File: src/rtl/led_seq_ctrl.sv
// led_seq_ctrl: step-table sequencer and PWM gating for the four user LEDs.
// An 8-entry table holds an LED pattern and a brightness level per step.
// In RUN the step advances automatically after a speed-dependent number of
// PWM frames. Button inputs are one-cycle pulses from the board debouncers.
module led_seq_ctrl #(
    parameter int unsigned PWM_PERIOD   = 1000000,
    parameter int unsigned DWELL_FRAMES = 50
) (
    input  logic       clk,
    input  logic       reset_n,
    input  logic       start_p,
    input  logic       stop_p,
    input  logic       next_p,
    input  logic       prev_p,
    input  logic       fast_p,
    input  logic       slow_p,
    input  logic       wr_en,
    input  logic [2:0] wr_addr,
    input  logic [3:0] wr_pat,
    input  logic [2:0] wr_lvl,
    output logic [3:0] led,
    output logic [2:0] step,
    output logic [1:0] state,
    output logic [1:0] speed
);

    localparam int unsigned PWM_W   = (PWM_PERIOD > 1) ? $clog2(PWM_PERIOD) : 1;
    localparam int unsigned DW_W    = $clog2(DWELL_FRAMES + 1);
    localparam int unsigned QUARTER = PWM_PERIOD / 4;
    localparam logic [PWM_W-1:0] PWM_LAST = PWM_W'(PWM_PERIOD - 1);

    typedef enum logic [1:0] {
        ST_IDLE  = 2'b00,
        ST_RUN   = 2'b01,
        ST_PAUSE = 2'b10
    } state_t;

    // Levels above full brightness are stored as full brightness.
    function automatic logic [2:0] clamp_lvl(input logic [2:0] lvl);
        logic [2:0] res;
        if (lvl > 3'd4) begin
            res = 3'd4;
        end else begin
            res = lvl;
        end
        return res;
    endfunction

    // Number of pwm_cnt values per frame during which a level is lit.
    function automatic logic [31:0] duty_limit(input logic [2:0] lvl);
        logic [31:0] res;
        case (lvl)
            3'd0:    res = 32'd0;
            3'd1:    res = 32'(QUARTER);
            3'd2:    res = 32'(QUARTER * 2);
            3'd3:    res = 32'(QUARTER * 3);
            3'd4:    res = 32'(PWM_PERIOD);
            default: res = 32'(PWM_PERIOD);
        endcase
        return res;
    endfunction

    // Frames per step for a given speed, never below one.
    function automatic logic [DW_W-1:0] dwell_limit(input logic [1:0] spd);
        logic [31:0] tmp;
        tmp = 32'(DWELL_FRAMES) >> spd;
        if (tmp == 32'd0) begin
            tmp = 32'd1;
        end else begin
            tmp = tmp;
        end
        return DW_W'(tmp);
    endfunction

    // Power-up pattern: a light walking out to LED 3 and back.
    function automatic logic [3:0] pat_reset(input int unsigned idx);
        logic [3:0] res;
        case (idx)
            0:       res = 4'b0001;
            1:       res = 4'b0010;
            2:       res = 4'b0100;
            3:       res = 4'b1000;
            4:       res = 4'b1000;
            5:       res = 4'b0100;
            6:       res = 4'b0010;
            7:       res = 4'b0001;
            default: res = 4'b0000;
        endcase
        return res;
    endfunction

    state_t           state_q, state_d;
    logic [2:0]       step_q, step_d;
    logic [1:0]       speed_q, speed_d;
    logic [3:0]       led_q, led_d;
    logic [PWM_W-1:0] pwm_cnt_q, pwm_cnt_d;
    logic [DW_W-1:0]  dwell_q, dwell_d;
    logic [3:0]       tbl_pat_q [8];
    logic [3:0]       tbl_pat_d [8];
    logic [2:0]       tbl_lvl_q [8];
    logic [2:0]       tbl_lvl_d [8];

    logic             frame_end_s;
    logic             pwm_on_s;
    logic [DW_W-1:0]  dwell_lim_s;

    assign frame_end_s = (pwm_cnt_q == PWM_LAST);
    assign dwell_lim_s = dwell_limit(speed_q);
    assign pwm_on_s    = (32'(pwm_cnt_q) < duty_limit(tbl_lvl_q[step_q]));

    // Free-running PWM frame counter, runs in every state.
    always_comb begin
        pwm_cnt_d = pwm_cnt_q;
        if (frame_end_s) begin
            pwm_cnt_d = '0;
        end else begin
            pwm_cnt_d = pwm_cnt_q + PWM_W'(1);
        end
    end

    // Table write port; new contents become visible on the following cycle.
    always_comb begin
        tbl_pat_d = tbl_pat_q;
        tbl_lvl_d = tbl_lvl_q;
        if (wr_en) begin
            tbl_pat_d[wr_addr] = wr_pat;
            tbl_lvl_d[wr_addr] = clamp_lvl(wr_lvl);
        end else begin
            tbl_pat_d = tbl_pat_q;
            tbl_lvl_d = tbl_lvl_q;
        end
    end

    // Sequencer FSM: run/pause/idle control, manual stepping and auto-advance.
    always_comb begin
        state_d = state_q;
        step_d  = step_q;
        dwell_d = dwell_q;
        if (stop_p) begin
            state_d = ST_IDLE;
            step_d  = 3'd0;
            dwell_d = '0;
        end else begin
            case (state_q)
                ST_IDLE: begin
                    // Stepping is ignored here; only a start does anything.
                    if (start_p) begin
                        state_d = ST_RUN;
                        step_d  = 3'd0;
                        dwell_d = '0;
                    end else begin
                        state_d = ST_IDLE;
                    end
                end
                ST_RUN, ST_PAUSE: begin
                    if (start_p) begin
                        state_d = (state_q == ST_RUN) ? ST_PAUSE : ST_RUN;
                    end else begin
                        state_d = state_q;
                    end
                    // A manual step replaces any auto-advance in the same cycle;
                    // opposing steps cancel and leave step/dwell untouched.
                    if (next_p && prev_p) begin
                        step_d  = step_q;
                        dwell_d = dwell_q;
                    end else if (next_p) begin
                        step_d  = step_q + 3'd1;
                        dwell_d = '0;
                    end else if (prev_p) begin
                        step_d  = step_q - 3'd1;
                        dwell_d = '0;
                    end else if ((state_q == ST_RUN) && frame_end_s) begin
                        // ">=" lets a speed-up mid-step advance at the next frame end.
                        if (dwell_q >= (dwell_lim_s - DW_W'(1))) begin
                            step_d  = step_q + 3'd1;
                            dwell_d = '0;
                        end else begin
                            dwell_d = dwell_q + DW_W'(1);
                        end
                    end else begin
                        step_d  = step_q;
                        dwell_d = dwell_q;
                    end
                end
                default: begin
                    state_d = ST_IDLE;
                    step_d  = 3'd0;
                    dwell_d = '0;
                end
            endcase
        end
    end

    // Saturating speed selector; simultaneous fast and slow cancel.
    always_comb begin
        speed_d = speed_q;
        if (fast_p && !slow_p && (speed_q != 2'd3)) begin
            speed_d = speed_q + 2'd1;
        end else if (slow_p && !fast_p && (speed_q != 2'd0)) begin
            speed_d = speed_q - 2'd1;
        end else begin
            speed_d = speed_q;
        end
    end

    // LED gating: current step's pattern while lit and not idle.
    always_comb begin
        led_d = 4'b0000;
        if ((state_q != ST_IDLE) && pwm_on_s) begin
            led_d = tbl_pat_q[step_q];
        end else begin
            led_d = 4'b0000;
        end
    end

    // State registers with asynchronous active-low reset.
    always_ff @(posedge clk or negedge reset_n) begin
        if (!reset_n) begin
            state_q   <= ST_IDLE;
            step_q    <= 3'd0;
            speed_q   <= 2'd0;
            led_q     <= 4'b0000;
            pwm_cnt_q <= '0;
            dwell_q   <= '0;
            for (int i = 0; i < 8; i++) begin
                tbl_pat_q[i] <= pat_reset(i);
                tbl_lvl_q[i] <= 3'd4;
            end
        end else begin
            state_q   <= state_d;
            step_q    <= step_d;
            speed_q   <= speed_d;
            led_q     <= led_d;
            pwm_cnt_q <= pwm_cnt_d;
            dwell_q   <= dwell_d;
            tbl_pat_q <= tbl_pat_d;
            tbl_lvl_q <= tbl_lvl_d;
        end
    end

    assign led   = led_q;
    assign step  = step_q;
    assign state = state_q;
    assign speed = speed_q;

endmodule

File: config.mk
export PLATFORM = sky130hd
export DESIGN_NAME = led_seq_ctrl
export DESIGN_NICKNAME = d
export VERILOG_FILES = /design/src/rtl/led_seq_ctrl.sv
export SDC_FILE = /design/constraint.sdc
export NUM_CORES = 1
export LEC_CHECK = 0
export BUFFER_PORTS_ARGS = -buffer_cell sky130_fd_sc_hd__clkbuf_2
export CORE_AREA = 5 5 112 114
export CTS_CLUSTER_DIAMETER = 60
export DETAILED_ROUTE_END_ITERATION = 10
export DIE_AREA = 0 0 117 119
export GPL_TIMING_DRIVEN = 0
export SYNTH_ARGS = -nofsm -noshare
export SYNTH_HDL_FRONTEND = slang
export SYNTH_SLANG_ARGS = --single-unit
File: constraint.sdc
create_clock -name clk -period 2.8 [get_ports clk]
set_input_delay 0.42 -clock clk [delete_from_list [all_inputs] [get_ports clk]]
set_output_delay 0.42 -clock clk [all_outputs]
set_load 0.02 [all_outputs]
==> impl_results.md <==
* Outcome: complete, but fails checks
* Min Tclk post-route at 2.81 ns
* Final Wtd Congestion at 0.828
* Power density over the cells at about 670 nW/µm²
* Worst setup margin at -0.0141 ns
* # diodes at 0
* YS warnings at 0
* Synth Area in Simple Gates at 0.175
* Post-synth EDFFs at 0
* P&R area growth vs syn at 16.8%
* Worst Path Arrival at 3.07 ns
* Gr ovfl total at 0
* Root buffer cell: clkbuf_16
* # DRC at 0
* Post-DR vias/cell at 5.43
* Synthesized net count at 496
* Dpl ws at -0.404 ns
* Initial DRC Count at 182
* Adder-cell share of the synthesized area at 0.0773
* Min-Delay Path Class: in -> async
* Layout Skew at 0.00810 ns
* DP HPWL at 7410 µm
* R2R Path End: led[1]$_DFF_PN0_
* CTS H-tree lvls at 3
* Worst r2r src: step[0]$_DFFE_PN0P_
* Least-Margin Pin Slew at 0.701 ns
* Die ar. at 13900 µm²
* Xor-xnor portion of the synthesized cell area at 0.0297
* Largest stage delay, worst path at 0.50 ns
* Part of the power in registers at 0.428
* Core region area at 11300 µm²
* Lkg Pwr at 2.62 nW
* Commonest cells post-synth: dfrtp_1, nand2_1, mux2_2, ha_1
* Post-route insts no fill at 636
* Fin util at 0.517
* Setup Viol. Count Final at 3
* Reg area at approximately 2300 µm²
* Crit start category: register
* Max-cap violations at 0
* Fin. Hold Viols at 0
* Async set-reset flop share out of synthesis at 1.00
* Synth Area in Compound Gates at 0.0634
* Clock Tree Buf Depth at 2
* Crit-path cells: buf_8, mux4_2, mux2_4, a21oi_4, nor2_1, ha_1, a21o_1, a211oi_2, nand3_2, nor3_2
* Top-area cell type share of the netlist area at 0.384
* Port buffer count at 26
* Final period utilization at 1.01
* Net Switching at between 1 and 1.5 mW
* CP max-delay cell: mux4_2
* Sw Ratio at 0.298
* Routed WL per cell at roughly 17 µm
* Setup Crit Path Kind: reg -> reg
* TritonCTS buffer count at 9
* Rows at 39
* Post-synth top area cell: dfrtp_1
* First-pass GRT wire length at between 15000 and 20000 µm
* Sequential area share after synthesis at 0.468
* Power Internal at approximately 2.8 mW
* CTS Hold Bufs at 0
* FILL cells at 1045
* Cell total after placement at ~620
* Via count at 3454
* Cell depth of the worst flop-to-flop path at 10
* Synth Area per Inst at 11.2 µm²
* Proportion of synthesized area in mux cells at 0.164
* Area contributors post-synth: dfrtp_1, mux2_2, dfstp_2
* Most used flip-flop cell after synthesis: dfrtp_1
* Skew-Pair Late Insertion Delay at around 0.35 ns
* Unrepaired setup endpoints after global routing: yes
* Area occupied by multi-input gates at between 2000 and 3000 µm²
* Violated checks: negative setup slack
* Reg2reg setup slack at -0.01 ns
* Most frequent cell after synthesis: dfrtp_1
* Reg clk slew, reported paths at roughly 0.060 ns
* Combinational share of power at 0.255
* Worst EP required at 3.06 ns
* Design area at 5860 µm²
* Routed Antenna Nets at 0
* Initial antenna violation count at 0
* Largest family of logic cells by synthesized area: simple AND/OR/NAND/NOR gates
* Ports at 30
* Total wire length at 10800 µm
* Clock sinks at 93
* Yosys cell types at 54
* Number of global-route vias before repair at about 3.6k
* Final Slew Violations at 0
* Hold slack final at 0.0337 ns
* Headroom to the max-slew limit at 0.532
* Clk network pwr share at 0.316
* Synth Instances at 446
* Starting utilization of the core area at 0.443
* Max FO, Critical Path at 5
* Die width at 117 µm
* Mapped cell area at approximately 5000 µm²
* CP endpoint kind: register
* CTS tree: built
* Final nets at ~540
* Total GRT Usage at 0.166
* Peak supply drop at ~0.37 mV
* Die Ht at 119 µm
* Layout cells sized above 1 at 0.333
* Placed cell area at 5360 µm²
* Max Fclk at 355 MHz
* Drt first pass iters at 4
* #FFs+latches synth at 93
* Largest net degree at the start of global routing at 67
==> state kept, by name, indices dropped and copies added, names as in the netlist <==
name	flops
tbl_pat_q	32
led	4
step	3
state	2
tbl_lvl_q	24
speed	2
dwell_q	6
pwm_cnt_q	20
==> cells in the final DEF (no fill, tap or decap), drive strengths merged, types with 2 or more instances in the layout <==
master / instances
clkinv: 3
a21oi: 9
nand4: 7
a221o: 3
nor3b: 5
nor4: 2
and4bb: 2
inv: 15
buf: 13
and3: 7
nor3: 14
nor2: 28
dfrtp: 77
mux2: 38
nand3: 17
clkbuf: 40
nand2b: 5
and4: 3
clkinvlp: 2
dfstp: 16
o21ai: 28
mux2i: 8
nand2: 56
or2: 4
xnor2: 10
ha: 31
nor2b: 10
xor2: 7
mux4: 14
a211oi: 2
==> worst max path at each step <==
stage                   startpoint          endpoint  slack (ns)
2_1_floorplan  step[0]$_DFFE_PN0P_  led[0]$_DFF_PN0_        0.01
3_3_place_gp   step[1]$_DFFE_PN0P_  led[3]$_DFF_PN0_       -0.30
3_5_place_dp   step[1]$_DFFE_PN0P_  led[3]$_DFF_PN0_       -0.40
4_1_cts        step[0]$_DFFE_PN0P_  led[3]$_DFF_PN0_      -0.003
5_1_grt        step[0]$_DFFE_PN0P_  led[3]$_DFF_PN0_       -0.16
6_report       step[0]$_DFFE_PN0P_  led[1]$_DFF_PN0_       -0.01
==> critical path: cells and delay by family, from the launching register on <==
kind	cells	cell delay, ns
compound gates	3	0.59
simple gates	3	0.50
buf+inv	1	0.13
flops	1	0.38
mux	2	0.81
fa+ha+maj	1	0.32
==> per-layer routing <==
layer  wire, µm  GRT usage  vias to the layer above  part of all wire
li1           -          -                     1687                 -
met1       5020      0.227                     1712              0.47
met2       5240      0.255                       44              0.49
met3        355     0.0406                       11             0.033
met4        159     0.0624                        0             0.015
met5          0          0                        -                 0
==> power groups by stage <==
stage | clock (mW) | sequential (mW) | combinational, mW
final | 1.25 | 1.69 | 1.01
after floorplan | 0 | 1.72 | 0.619
after detailed placement | 0 | 1.71 | 0.888
after CTS | 1.28 | 1.69 | 0.952
after global routing | 1.34 | 1.72 | 1.13
after global placement | 0 | 1.70 | 0.848
==> area by class of cell <==
class                   instances  area share
flip-flops and latches         93       0.401
multi-input cells             326       0.461
well taps                     143      0.0305
inverters                      15      0.0103
clock inverters                 6      0.0105
plain buffers                  11      0.0115
repair buffers                 32      0.0344
clock buffers                  10      0.0408
==> per-stage QoR <==
stage	TNS (ns)	power, mW
after CTS	-0.00347	3.92
after detailed placement	-1.50	2.60
final	-0.0255	3.95
after global placement	-1.19	2.55
after global routing	-0.584	4.19
after floorplan	0	2.34
==> timing repair <==
action / CTS / global route
gates resized for setup: 18 / 23
endpoints found under the setup margin: 4 / 9
pin swaps: 9 / 14
buffers inserted: 4 / 1
==> cells by family after synthesis <==
logic type               count (synthesis)
XOR/XNOR                                17
AO/OA/AOI/OAI                           51
adder cells (fa/ha/maj)                 31
multiplexers                            60
flip-flops                              93
buffers and inverters                   27
AND/OR/NAND/NOR                        167
(Power assumes the default switching activity.)
